<file path="src/rtl/flash_op_sequencer.sv">
// Expands user flash ops (read / page program / sector erase / status read) into
// WREN + main command + RDSR polling chains on top of the single-command controller.
module flash_op_sequencer #(
  parameter int ADDR_W   = 24,
  parameter int LEN_W    = 9,
  parameter int POLL_GAP = 1024,
  parameter int POLL_MAX = 4096
) (
  input  logic              crystalClk,
  input  logic              sysRst,
  input  logic              opStart,
  input  logic [1:0]        opType,
  input  logic [ADDR_W-1:0] opAddr,
  input  logic [LEN_W-1:0]  opLen,
  output logic              opBusy,
  output logic              opDone,
  output logic              opError,
  output logic [7:0]        statusReg,
  input  logic [7:0]        usrWrData,
  output logic              usrWrReady,
  output logic [7:0]        usrRdData,
  output logic              usrRdValid,
  output logic              cmdStart,
  output logic [7:0]        cmdOpcode,
  output logic [ADDR_W-1:0] cmdAddr,
  output logic              cmdHasAddr,
  output logic              cmdIsWrite,
  output logic [LEN_W-1:0]  cmdLen,
  input  logic              cmdHasFinished,
  input  logic              WrDataReady,
  output logic [7:0]        wr_data,
  input  logic              RdDataValid,
  input  logic [7:0]        rd_data
);
  localparam int PCW = $clog2(POLL_MAX + 1);
  localparam int GCW = $clog2(POLL_GAP + 1);
  localparam logic [1:0] T_READ = 2'b00, T_PROG = 2'b01, T_ERASE = 2'b10, T_STAT = 2'b11;

  typedef enum logic [3:0] {
    S_IDLE, S_WREN, S_WREN_WAIT, S_MAIN, S_MAIN_WAIT, S_POLL, S_POLL_WAIT, S_GAP, S_DONE
  } state_t;

  state_t              state_q;
  logic [1:0]          type_q;
  logic [ADDR_W-1:0]   addr_q;
  logic [LEN_W-1:0]    len_q;
  logic [PCW-1:0]      pollCnt_q;
  logic [GCW-1:0]      gapCnt_q;
  logic                opBusy_q, opDone_q, opError_q, usrRdValid_q, cmdStart_q;
  logic                cmdHasAddr_q, cmdIsWrite_q;
  logic [7:0]          statusReg_q, usrRdData_q, cmdOpcode_q;
  logic [ADDR_W-1:0]   cmdAddr_q;
  logic [LEN_W-1:0]    cmdLen_q;

  // Main command fields; in IDLE they come straight from the request being accepted.
  logic [1:0]          srcType;
  logic [ADDR_W-1:0]   srcAddr;
  logic [LEN_W-1:0]    srcLen;
  logic [7:0]          mOp;
  logic                mHasAddr, mIsWr;
  logic [ADDR_W-1:0]   mAddr;
  logic [LEN_W-1:0]    mLen;
  logic                mainRd, statLoad, pollWip;

  always_comb begin
    srcType  = (state_q == S_IDLE) ? opType : type_q;
    srcAddr  = (state_q == S_IDLE) ? opAddr : addr_q;
    srcLen   = (state_q == S_IDLE) ? opLen  : len_q;
    mOp      = 8'h03;
    mHasAddr = 1'b1;
    mIsWr    = 1'b0;
    mLen     = srcLen;
    case (srcType)
      T_PROG:  begin mOp = 8'h02; mIsWr = 1'b1; end
      T_ERASE: begin mOp = 8'h20; mLen = '0; end
      T_STAT:  begin mOp = 8'h05; mHasAddr = 1'b0; mLen = LEN_W'(1); end
      default: ;
    endcase
    mAddr    = mHasAddr ? srcAddr : '0;
    mainRd   = (state_q == S_MAIN_WAIT) && (type_q == T_READ || type_q == T_STAT);
    statLoad = RdDataValid && ((state_q == S_POLL_WAIT) ||
               (state_q == S_MAIN_WAIT && type_q == T_STAT));
    // A status byte arriving with the finish pulse decides WIP directly.
    pollWip  = RdDataValid ? rd_data[0] : statusReg_q[0];
  end

  always_ff @(posedge crystalClk or posedge sysRst) begin
    if (sysRst) begin
      state_q      <= S_IDLE;
      type_q       <= '0;
      addr_q       <= '0;
      len_q        <= '0;
      pollCnt_q    <= '0;
      gapCnt_q     <= '0;
      opBusy_q     <= 1'b0;
      opDone_q     <= 1'b0;
      opError_q    <= 1'b0;
      usrRdValid_q <= 1'b0;
      usrRdData_q  <= '0;
      statusReg_q  <= '0;
      cmdStart_q   <= 1'b0;
      cmdOpcode_q  <= '0;
      cmdAddr_q    <= '0;
      cmdHasAddr_q <= 1'b0;
      cmdIsWrite_q <= 1'b0;
      cmdLen_q     <= '0;
    end else begin
      cmdStart_q   <= 1'b0;
      opDone_q     <= 1'b0;
      opError_q    <= 1'b0;
      usrRdValid_q <= RdDataValid && mainRd;
      if (RdDataValid && mainRd) usrRdData_q <= rd_data;
      if (statLoad) statusReg_q <= rd_data;
      case (state_q)
        S_IDLE: if (opStart) begin
          type_q    <= opType;
          addr_q    <= opAddr;
          len_q     <= opLen;
          opBusy_q  <= 1'b1;
          pollCnt_q <= '0;
          if ((opType == T_READ || opType == T_PROG) && opLen == '0) begin
            state_q <= S_DONE; opDone_q <= 1'b1;
          end else if (opType == T_PROG || opType == T_ERASE) begin
            state_q <= S_WREN; cmdStart_q <= 1'b1; cmdOpcode_q <= 8'h06;
            cmdAddr_q <= '0; cmdHasAddr_q <= 1'b0; cmdIsWrite_q <= 1'b0; cmdLen_q <= '0;
          end else begin
            state_q <= S_MAIN; cmdStart_q <= 1'b1; cmdOpcode_q <= mOp;
            cmdAddr_q <= mAddr; cmdHasAddr_q <= mHasAddr; cmdIsWrite_q <= mIsWr; cmdLen_q <= mLen;
          end
        end
        S_WREN: state_q <= S_WREN_WAIT;
        S_WREN_WAIT: if (cmdHasFinished) begin
          state_q <= S_MAIN; cmdStart_q <= 1'b1; cmdOpcode_q <= mOp;
          cmdAddr_q <= mAddr; cmdHasAddr_q <= mHasAddr; cmdIsWrite_q <= mIsWr; cmdLen_q <= mLen;
        end
        S_MAIN: state_q <= S_MAIN_WAIT;
        S_MAIN_WAIT: if (cmdHasFinished) begin
          if (type_q == T_PROG || type_q == T_ERASE) begin
            state_q <= S_POLL; pollCnt_q <= pollCnt_q + 1'b1; cmdStart_q <= 1'b1;
            cmdOpcode_q <= 8'h05; cmdAddr_q <= '0; cmdHasAddr_q <= 1'b0;
            cmdIsWrite_q <= 1'b0; cmdLen_q <= LEN_W'(1);
          end else begin
            state_q <= S_DONE; opDone_q <= 1'b1;
          end
        end
        S_POLL: state_q <= S_POLL_WAIT;
        S_POLL_WAIT: if (cmdHasFinished) begin
          if (!pollWip) begin
            state_q <= S_DONE; opDone_q <= 1'b1;
          end else if (pollCnt_q == PCW'(POLL_MAX)) begin
            state_q <= S_DONE; opDone_q <= 1'b1; opError_q <= 1'b1;
          end else begin
            state_q <= S_GAP; gapCnt_q <= '0;
          end
        end
        S_GAP: begin
          if (gapCnt_q == GCW'(POLL_GAP - 1)) begin
            state_q <= S_POLL; pollCnt_q <= pollCnt_q + 1'b1; cmdStart_q <= 1'b1;
            cmdOpcode_q <= 8'h05; cmdAddr_q <= '0; cmdHasAddr_q <= 1'b0;
            cmdIsWrite_q <= 1'b0; cmdLen_q <= LEN_W'(1);
          end else begin
            gapCnt_q <= gapCnt_q + 1'b1;
          end
        end
        S_DONE: begin
          state_q  <= S_IDLE;
          opBusy_q <= 1'b0;
        end
        default: state_q <= S_IDLE;
      endcase
    end
  end

  assign opBusy     = opBusy_q;
  assign opDone     = opDone_q;
  assign opError    = opError_q;
  assign statusReg  = statusReg_q;
  assign usrRdData  = usrRdData_q;
  assign usrRdValid = usrRdValid_q;
  assign cmdStart   = cmdStart_q;
  assign cmdOpcode  = cmdOpcode_q;
  assign cmdAddr    = cmdAddr_q;
  assign cmdHasAddr = cmdHasAddr_q;
  assign cmdIsWrite = cmdIsWrite_q;
  assign cmdLen     = cmdLen_q;
  assign wr_data    = usrWrData;
  assign usrWrReady = WrDataReady && (state_q == S_MAIN_WAIT) && (type_q == T_PROG);
endmodule

</file>
<file path="config.mk">
export PLATFORM = sky130hd
export DESIGN_NAME = flash_op_sequencer
export DESIGN_NICKNAME = d
export VERILOG_FILES = /design/src/rtl/flash_op_sequencer.sv
export SDC_FILE = /design/constraint.sdc
export NUM_CORES = 1
export LEC_CHECK = 0
export CAP_MARGIN = 30
export CORE_MARGIN = 5
export CORE_UTILIZATION = 56
export CTS_BUF_LIST = sky130_fd_sc_hd__clkbuf_4 sky130_fd_sc_hd__clkbuf_8 sky130_fd_sc_hd__clkbuf_16
export CTS_CLUSTER_DIAMETER = 30
export DETAILED_ROUTE_END_ITERATION = 10
export DONT_BUFFER_PORTS = 1
export GPL_TIMING_DRIVEN = 0
export PLACE_DENSITY = 0.73
export SLEW_MARGIN = 10
export SYNTH_ARGS = -nofsm -noshare
export SYNTH_HDL_FRONTEND = slang
export SYNTH_SLANG_ARGS = --single-unit
</file>
<file path="constraint.sdc">
create_clock -name crystalClk -period 8.45 [get_ports crystalClk]
set_clock_uncertainty 0.15 [all_clocks]
set_input_delay 1.69 -clock crystalClk [delete_from_list [all_inputs] [get_ports crystalClk]]
set_output_delay 1.69 -clock crystalClk [all_outputs]
set_load 0.01 [all_outputs]
</file>
* Yosys cells after proc, flatten, opt, wreduce, memory -nomap -nowiden
Cells that the tools add are included.
** Cells by class
- Add/subtract/negate cells :: 2
- Multipliers :: 0
- Div/mod/pow operators :: 0
- $lt $le $gt $ge :: 0
- Equal/unequal tests :: 28
- Shift operators :: 0
- Multiplexer cells :: 87
- Bitwise gates (word level) :: 0
- Reduce and logical (&&, ||, !) cells :: 26
** Operator list (count)
- $mux 24 :: 9
- $pmux 24 s4 :: 1
- $mux 9 :: 8
- $mux 8 :: 7
- $mux 13 :: 4
- $mux 11 :: 4
- $pmux 13 s3 :: 1
- $mux 4 :: 9
- $pmux 9 s4 :: 1
- $pmux 4 s8 :: 1
- $pmux 8 s4 :: 1
- $mux 1 :: 31
- $pmux 11 s2 :: 1
- $ne 2x2->1 const B :: 9
- $pmux 6 s3 :: 1
- $pmux 9 s2 :: 1
- $eq 4x3->1 const B :: 4
- $reduce_and 5->1 :: 3
- $add 13x1->13 const B :: 1
- $eq 13x13->1 const B :: 1
- $pmux 1 s4 :: 3
- $add 11x1->11 const B :: 1
- $eq 11x10->1 const B :: 1
- $eq 2x2->1 const B :: 5
- 18 further kinds :: 35
** Word-level totals
- Flip-flop bits (word level) :: 127
- Bits in latches :: 0
- RAM bits :: 0
- Bits in read-only memories :: 0
- Input bits :: 57
- Output and inout port bits :: 73
- Word-level logic and storage cells :: 161
- Memories :: 0

* Depth between registers and ports, before layout
Gate-level depths: netlist of run 1.
- Word-level depth :: 8
- Depth in mapped cells :: 12
- Gate-level depth less buffers :: 8

* Worst setup path after synthesis of run 1
Ideal clock, no wire load.
- Path kind :: input-to-output
- From :: input WrDataReady
- To :: output usrWrReady
- Arrival :: 1.907 ns
- Data required time :: 6.610 ns
- Slack :: 4.703 ns
- Cell stages on the path :: 2
- Buffers on the path :: 0
- Cell sequence :: nand3_1 -> nor2_1
** Between the ends
- Word-level cells in the longest chain between the ends :: 2
** RTL lines
- start, declared :: RTL line 30 : input logic WrDataReady,
- $logic_and 1x1->1 (2 in series) :: RTL line 187 : assign usrWrReady = WrDataReady && (state_q == S_MAIN_WAIT) && (type_q == T_PROG);
- end, declared :: RTL line 20 : output logic usrWrReady,
No other way between the ends.

* Worst setup path in the final report of run 1
Same ends and word-level chain as after synthesis.

==> impl_metrics.env, run 1 <==
export IMPL_synthMostInstantiatedCell="sky130_fd_sc_hd__nand2_1"
export IMPL_final_setup_tns_ns=0
export IMPL_maximum_clock_frequency_mhz=262.5
export IMPL_grt_total_usage_pct=23.38
export IMPL_worst_path_dominant_cell_family="simple AND/OR/NAND/NOR gates"
export IMPL_initial_utilization_pct=57.03
export IMPL_critical_path_startpoint="WrDataReady"
export IMPL_timing_max_transition_violations_final=0
export IMPL_slew_headroom_pct=54.40
export IMPL_cp_data_required_time_ns=6.61
export IMPL_cp_buffers_inverters=0
export IMPL_worstSkewPairLatency_ns=0.52
export IMPL_timing_rr_end="cmdAddr[20]"
export IMPL_cts_htree_levels=4
export IMPL_post_layout_total_power_uw=2749
export IMPL_critical_path_arrival_ns=1.97
export IMPL_grt_max_degree=78
export IMPL_grt_first_pass_wirelength_um=24630
export IMPL_part_of_the_cycle_the_worst_path_needs_pct=45.09
export IMPL_route_antenna_remaining_nets=0
export IMPL_setup_buffers_after_cts=0
export IMPL_final_core_utilization_pct=64.27
export IMPL_finalSetupViolations=0
export IMPL_yosysTopAreaCellShare_pct=50.01
export IMPL_ir_worst_vdd_v=0.0002510
export IMPL_worstPathMaxFanout=1
export IMPL_synth_avg_cell_area_um2=9.200
export IMPL_first_global_vias=4955
export IMPL_first_pass_iters=6
export IMPL_power_per_cell_area_mw_per_mm2=396.2
export IMPL_vias_per_std_cell=5.852
export IMPL_routed_wire_length_per_instance_um=17.53
export IMPL_detailedPlacementHpwl_um=10460
export IMPL_timing_max_cap_violations=0
export IMPL_cp_endpoint="usrWrReady"
export IMPL_critical_path_startpoint_type="input pin"
export IMPL_delay_of_the_slowest_cell_on_the_worst_path_ns=0.24
export IMPL_chipWidth_um=114.8
export IMPL_synthDistinctLibCells=53
export IMPL_r2r_setup_slack_ns=4.94
export IMPL_cts_hold_repair_buffers=0
export IMPL_insertedDiodeCount=0
export IMPL_ys_warn_count=0
export IMPL_die_extent_in_y_um=114.8
export IMPL_final_hold_worst_slack_ns=0.3158
export IMPL_synth_top_area_cell="sky130_fd_sc_hd__dfrtp_1"
export IMPL_dpl_worst_slack_ns=4.647
export IMPL_clock_sink_count=123
export IMPL_die_area_mm2=0.01319
export IMPL_slew_worst_pin_ns=0.6803
export IMPL_clkSlewWorstSetupHoldPaths_ns=0.06
export IMPL_nNetsFinal=760
export IMPL_final_layout_size_suffix_gt1_share_pct=16.17
export IMPL_route_detailed_drc=0
export IMPL_detail_route_wirelength_um=14810
export IMPL_synth_seq_area_share_pct=50.01
export IMPL_ys_flop_type="sky130_fd_sc_hd__dfrtp_1"
export IMPL_io_pins=130
export IMPL_hold_viol=0
export IMPL_grt_antenna_before_repair=0
export IMPL_status="finished, final reports clean"
export IMPL_total_leakage_power_uw=0.003345
export IMPL_synth_top_cells_by_area="sky130_fd_sc_hd__dfrtp_1, sky130_fd_sc_hd__nand2_1, sky130_fd_sc_hd__mux2_2, sky130_fd_sc_hd__a21oi_1, sky130_fd_sc_hd__ha_1"
export IMPL_synth_area_mm2=0.006155
export IMPL_timing_hold_worst_class="reg2reg"
export IMPL_synth_edf_count=0
export IMPL_synth_instances=669
export IMPL_timing_critical_path_slowest_stage_cell="sky130_fd_sc_hd__nor2_1"
export IMPL_reg2reg_from="state_q[3]"
export IMPL_grt_overflow_total=0
export IMPL_placementRows=38
export IMPL_cts_resized_gates=0
export IMPL_numCtsBuffers=17
export IMPL_flow_area_growth_from_synthesis_pct=12.71
export IMPL_number_of_register_bits_inferred_by_synthesis=123
export IMPL_drt_initial_drc_count=297
export IMPL_worst_r2r_cell_count=11
export IMPL_critPathKind="in2out"
export IMPL_fin_ws_ns=4.640
export IMPL_port_buffer_count=0
export IMPL_netlist_top_cells_count="sky130_fd_sc_hd__nand2_1, sky130_fd_sc_hd__dfrtp_1, sky130_fd_sc_hd__a21oi_1, sky130_fd_sc_hd__mux2_2, sky130_fd_sc_hd__nor2_1"
export IMPL_worstSetupPathDepth=2
export IMPL_tritoncts="done"
export IMPL_synth_async_reset_ratio_pct=100.0
export IMPL_whs_path_depth=2
export IMPL_cts_root_buf="sky130_fd_sc_hd__clkbuf_8"
export IMPL_num_vias=4945
export IMPL_end_kind="output port"
export IMPL_post_route_min_period_ns=3.810
export IMPL_sequence_of_cells_on_the_critical_path="nand3_1 > nor2_1"
export IMPL_grt_setup_unrepaired="no"
export IMPL_gp_congestion=0.9186
export IMPL_clock_tree_buffer_depth=2
export IMPL_design_core_area_mm2=0.01079
[layer usage]
metal / track usage [%] / vias up / wire [µm]
li1: - / 2321 / -
met5: 0 / - / 0
met4: 7.355 / 0 / 277
met3: 8.474 / 31 / 1273
met2: 38.11 / 197 / 7208
met1: 29.34 / 2396 / 6054
[worst min-delay path by stage]
stage / start / end / slack (ns)
6_report: len_q[0] / len_q[0] / 0.32
5_1_grt: addr_q[1] / addr_q[1] / 0.34
4_1_cts: len_q[0] / len_q[0] / 0.32
3_5_place_dp: len_q[0] / len_q[0] / 0.30
3_3_place_gp: len_q[0] / len_q[0] / 0.30
2_1_floorplan: len_q[0] / len_q[0] / 0.29
[sequential cells by signal (all words and copies together) (netlist names), 8 cells and up]
register / flops
addr_q: 24
cmdAddr: 24
cmdLen: 9
gapCnt_q: 11
len_q: 9
pollCnt_q: 13
statusReg: 8
usrRdData: 8
[metrics by stage]
step,std cells,area [µm²]
final,845,6937
after global routing,845,6937
after CTS,845,6937
after detailed placement,813,6374
after global placement,812,6341
after floorplan,672,6166
[report_power, final]
part / switching [µW] / internal, µW
registers: 209 / 812
clock network: 260 / 418
logic: 630 / 420
[cell families (layout without fill, tap and decap cells)]
kind of cell             after synthesis  count (layout)  synth area share, %
buffers and inverters                 67             100                5.204
multiplexers                          51              51                9.230
AND/OR/NAND/NOR                      301             301                21.81
XOR/XNOR                               1               1               0.1423
AO/OA/AOI/OAI                        114             114                11.30
adder cells (fa/ha/maj)               11              11                2.236
flip-flops                           123             123                50.01
other                                  1               4              0.06093
[cell usage in the layout (no fill, tap or decap), types with 9 or more instances in the layout]
master,instances
sky130_fd_sc_hd__dfrtp_1,123
sky130_fd_sc_hd__buf_2,16
sky130_fd_sc_hd__o31ai_1,9
sky130_fd_sc_hd__o21ai_0,16
sky130_fd_sc_hd__nand3_1,15
sky130_fd_sc_hd__mux2_2,45
sky130_fd_sc_hd__inv_1,18
sky130_fd_sc_hd__nor2_1,20
sky130_fd_sc_hd__nand2_1,201
sky130_fd_sc_hd__ha_1,11
sky130_fd_sc_hd__nor3_1,10
sky130_fd_sc_hd__clkbuf_1,14
sky130_fd_sc_hd__clkbuf_16,16
sky130_fd_sc_hd__a21oi_1,54
sky130_fd_sc_hd__buf_4,13
[layout make-up]
| class | instances | area (µm²) |
|---|---|---|
| clock buffers | 21 | 469.2 |
| well taps | 140 | 175.2 |
| fillers | 863 | 3856 |
| plain buffers | 47 | 245.2 |
| flip-flops and latches | 123 | 3078 |
| repair buffers | 1 | 27.53 |
| clock inverters | 11 | 93.84 |
| inverters | 20 | 80.08 |
| multi-input cells | 482 | 2768 |
Power figures use the tool's default switching activity.
==> inputs of run 2 (changes only) <==
Settings changed: PLACE_DENSITY 0.73 to 0.76.
Clock period 8.45 ns to 3.2 ns, I/O delays scaled along.
==> impl_metrics.env, run 2 (synthesis results as in run 1) <==
export IMPL_proportion_of_power_drawn_by_the_clock_network_pct=27.1
export IMPL_chipWidth_um=114.8
export IMPL_power_internal_uw=4608
export IMPL_place_detailed_instances=815
export IMPL_timing_max_cap_violations=0
export IMPL_share_of_power_burned_in_registers_pct=36.1
export IMPL_maximum_clock_frequency_mhz=323.3
export IMPL_fillers=837
export IMPL_worst_path_dominant_cell_family="buffers and inverters"
export IMPL_critPathKind="reg2reg"
export IMPL_part_of_the_cycle_the_worst_path_needs_pct=96.66
export IMPL_power_combinational_fraction_pct=36.8
export IMPL_grt_antenna_before_repair=0
export IMPL_power_per_cell_area_mw_per_mm2=1063
export IMPL_ir_worst_vdd_v=0.0005668
export IMPL_wl_met1_um=5518
export IMPL_total_leakage_power_uw=0.003393
export IMPL_numCtsBuffers=17
export IMPL_routed_wire_length_per_instance_um=17.50
export IMPL_first_pass_iters=6
export IMPL_cts_htree_levels=4
export IMPL_detail_route_wirelength_um=14810
export IMPL_tritoncts="done"
export IMPL_met3WireLength_um=1419
export IMPL_die_area_mm2=0.01319
export IMPL_clock_sink_count=123
export IMPL_post_layout_total_power_uw=7496
export IMPL_worstPathMaxFanout=10
export IMPL_detailedPlacementHpwl_um=10440
export IMPL_dr_max_layer_used="met4"
export IMPL_cp_buffers_inverters=3
export IMPL_route_antenna_remaining_nets=0
export IMPL_end_kind="flip-flop"
export IMPL_critical_path_startpoint_type="flip-flop"
export IMPL_delay_of_the_slowest_cell_on_the_worst_path_ns=0.46
export IMPL_final_setup_tns_ns=0
export IMPL_vias_per_std_cell=5.888
export IMPL_finalInstanceArea_mm2=0.007052
export IMPL_p_switching_uw=2888
export IMPL_design_core_area_mm2=0.01079
export IMPL_grt_total_usage_pct=23.58
export IMPL_grt_first_pass_wirelength_um=24780
export IMPL_route_detailed_drc=0
export IMPL_timing_hold_worst_class="in2reg"
export IMPL_slew_headroom_pct=59.73
export IMPL_clkSlewWorstSetupHoldPaths_ns=0.06
export IMPL_sequence_of_cells_on_the_critical_path="buf_2 > or2_2 > nand2b_1 > buf_2 > a21o_1 > ha_1 > o21bai_2 > buf_4 > a21oi_1 > mux2_2"
export IMPL_worstSkewPairLatency_ns=0.53
export IMPL_insertedDiodeCount=0
export IMPL_mostFrequentLayoutCell="sky130_fd_sc_hd__nand2_1"
export IMPL_dr_wl_met2_um=7451
export IMPL_final_layout_size_suffix_gt1_share_pct=16.71
export IMPL_grt_overflow_total=0
export IMPL_flow_area_growth_from_synthesis_pct=14.58
export IMPL_timing_max_transition_violations_final=0
export IMPL_final_cell_count_without_fillers=846
export IMPL_total_cell_area_at_the_placement_stage_mm2=0.006405
export IMPL_slew_worst_pin_ns=0.6008
export IMPL_timing_critical_path_slowest_stage_cell="sky130_fd_sc_hd__dfrtp_1"
export IMPL_port_buffer_count=0
export IMPL_cts_root_buf="sky130_fd_sc_hd__clkbuf_8"
export IMPL_initial_utilization_pct=57.03
export IMPL_critical_path_arrival_ns=3.41
export IMPL_top_library_cells_by_usage_in_the_layout_fill_and_taps_aside="sky130_fd_sc_hd__nand2_1, sky130_fd_sc_hd__dfrtp_1, sky130_fd_sc_hd__a21oi_1"
export IMPL_drt_initial_drc_count=316
export IMPL_final_hold_worst_slack_ns=0.06700
export IMPL_setup_buffers_after_cts=0
export IMPL_grt_setup_unrepaired="no"
export IMPL_grt_max_degree=40
export IMPL_nNetsFinal=761
export IMPL_status="finished, final reports clean"
export IMPL_cp_data_required_time_ns=3.52
export IMPL_io_pins=130
export IMPL_post_route_min_period_ns=3.093
export IMPL_crit_path_frequent_cell="sky130_fd_sc_hd__buf_2"
export IMPL_placementRows=38
export IMPL_p_sw_share_pct=38.52
export IMPL_clock_tree_buffer_depth=2
export IMPL_num_vias=4981
export IMPL_finalSetupViolations=0
export IMPL_first_global_vias=5065
export IMPL_die_extent_in_y_um=114.8
export IMPL_gp_congestion=0.8795
export IMPL_hold_viol=0
-- run 2: cell count changes in the layout (fill, tap and decap cells not counted), sizes merged --
cell and delta:
bufinv +3, clkinv -4, buf +3, clkinvlp +1, dlygate4sd3 +1, inv -1
clkbuf -2
-- run 2: worst paths after layout --
kind | startpoint | to | slack (ns) | depth (start not counted)
setup / recovery | state_q[2] | cmdAddr[18] | 0.11 | 10
hold / removal | opAddr[0] | addr_q[0] | 0.07 | 2
setup reg to reg | state_q[2] | cmdAddr[18] | 0.11 | 10
hold reg to reg | addr_q[0] | addr_q[0] | 0.32 | 2
max in group asynchronous | sysRst | pollCnt_q[11] | 1.65 | 4
min in group asynchronous | sysRst | cmdLen[1] | 0.45 | 2
-- run 2: layer usage --
| layer | up-vias | GRT usage (%) |
|---|---|---|
| met3 | 41 | 8.263 |
| met2 | 221 | 38.57 |
| met1 | 2401 | 28.20 |
| met5 | - | 0 |
| li1 | 2318 | - |
| met4 | 0 | 10.64 |
-- run 2: power by group through the flow --
stage	Clock, µW	Sequential, µW	Combinational, µW
2_1_floorplan	0	2580	2140
3_3_place_gp	0	2690	2620
3_5_place_dp	0	2710	2730
4_1_cts	2050	2700	2770
5_1_grt	2140	2780	3090
6_report	2030	2710	2760
-- run 2: per-stage QoR --
step                      worst slack, ns  utilization, %
after floorplan                    0.4183               -
after CTS                         0.07990           65.37
after global routing             0.003560           65.34
after detailed placement          -0.2816           59.34
final                              0.1069           65.34
after global placement            -0.2216           58.79
-- run 2: what timing repair did --
item,in CTS,in global routing
setup endpoints to repair,20,6
hold buffers,1,0
resized for setup,4,1
endpoints found under the hold margin,16,0
-- run 2: cell type report --
type / count / area [µm²] / share of cell area, %
tap: 140 / 175.2 / 2.484
multi-input combinational: 482 / 2771 / 39.30
clock buffer: 22 / 470.5 / 6.671
buffer: 45 / 244.0 / 3.460
clock inverter: 10 / 163.9 / 2.324
inverter: 20 / 78.83 / 1.118
timing repair buffer: 4 / 70.07 / 0.9936
sequential: 123 / 3078 / 43.65
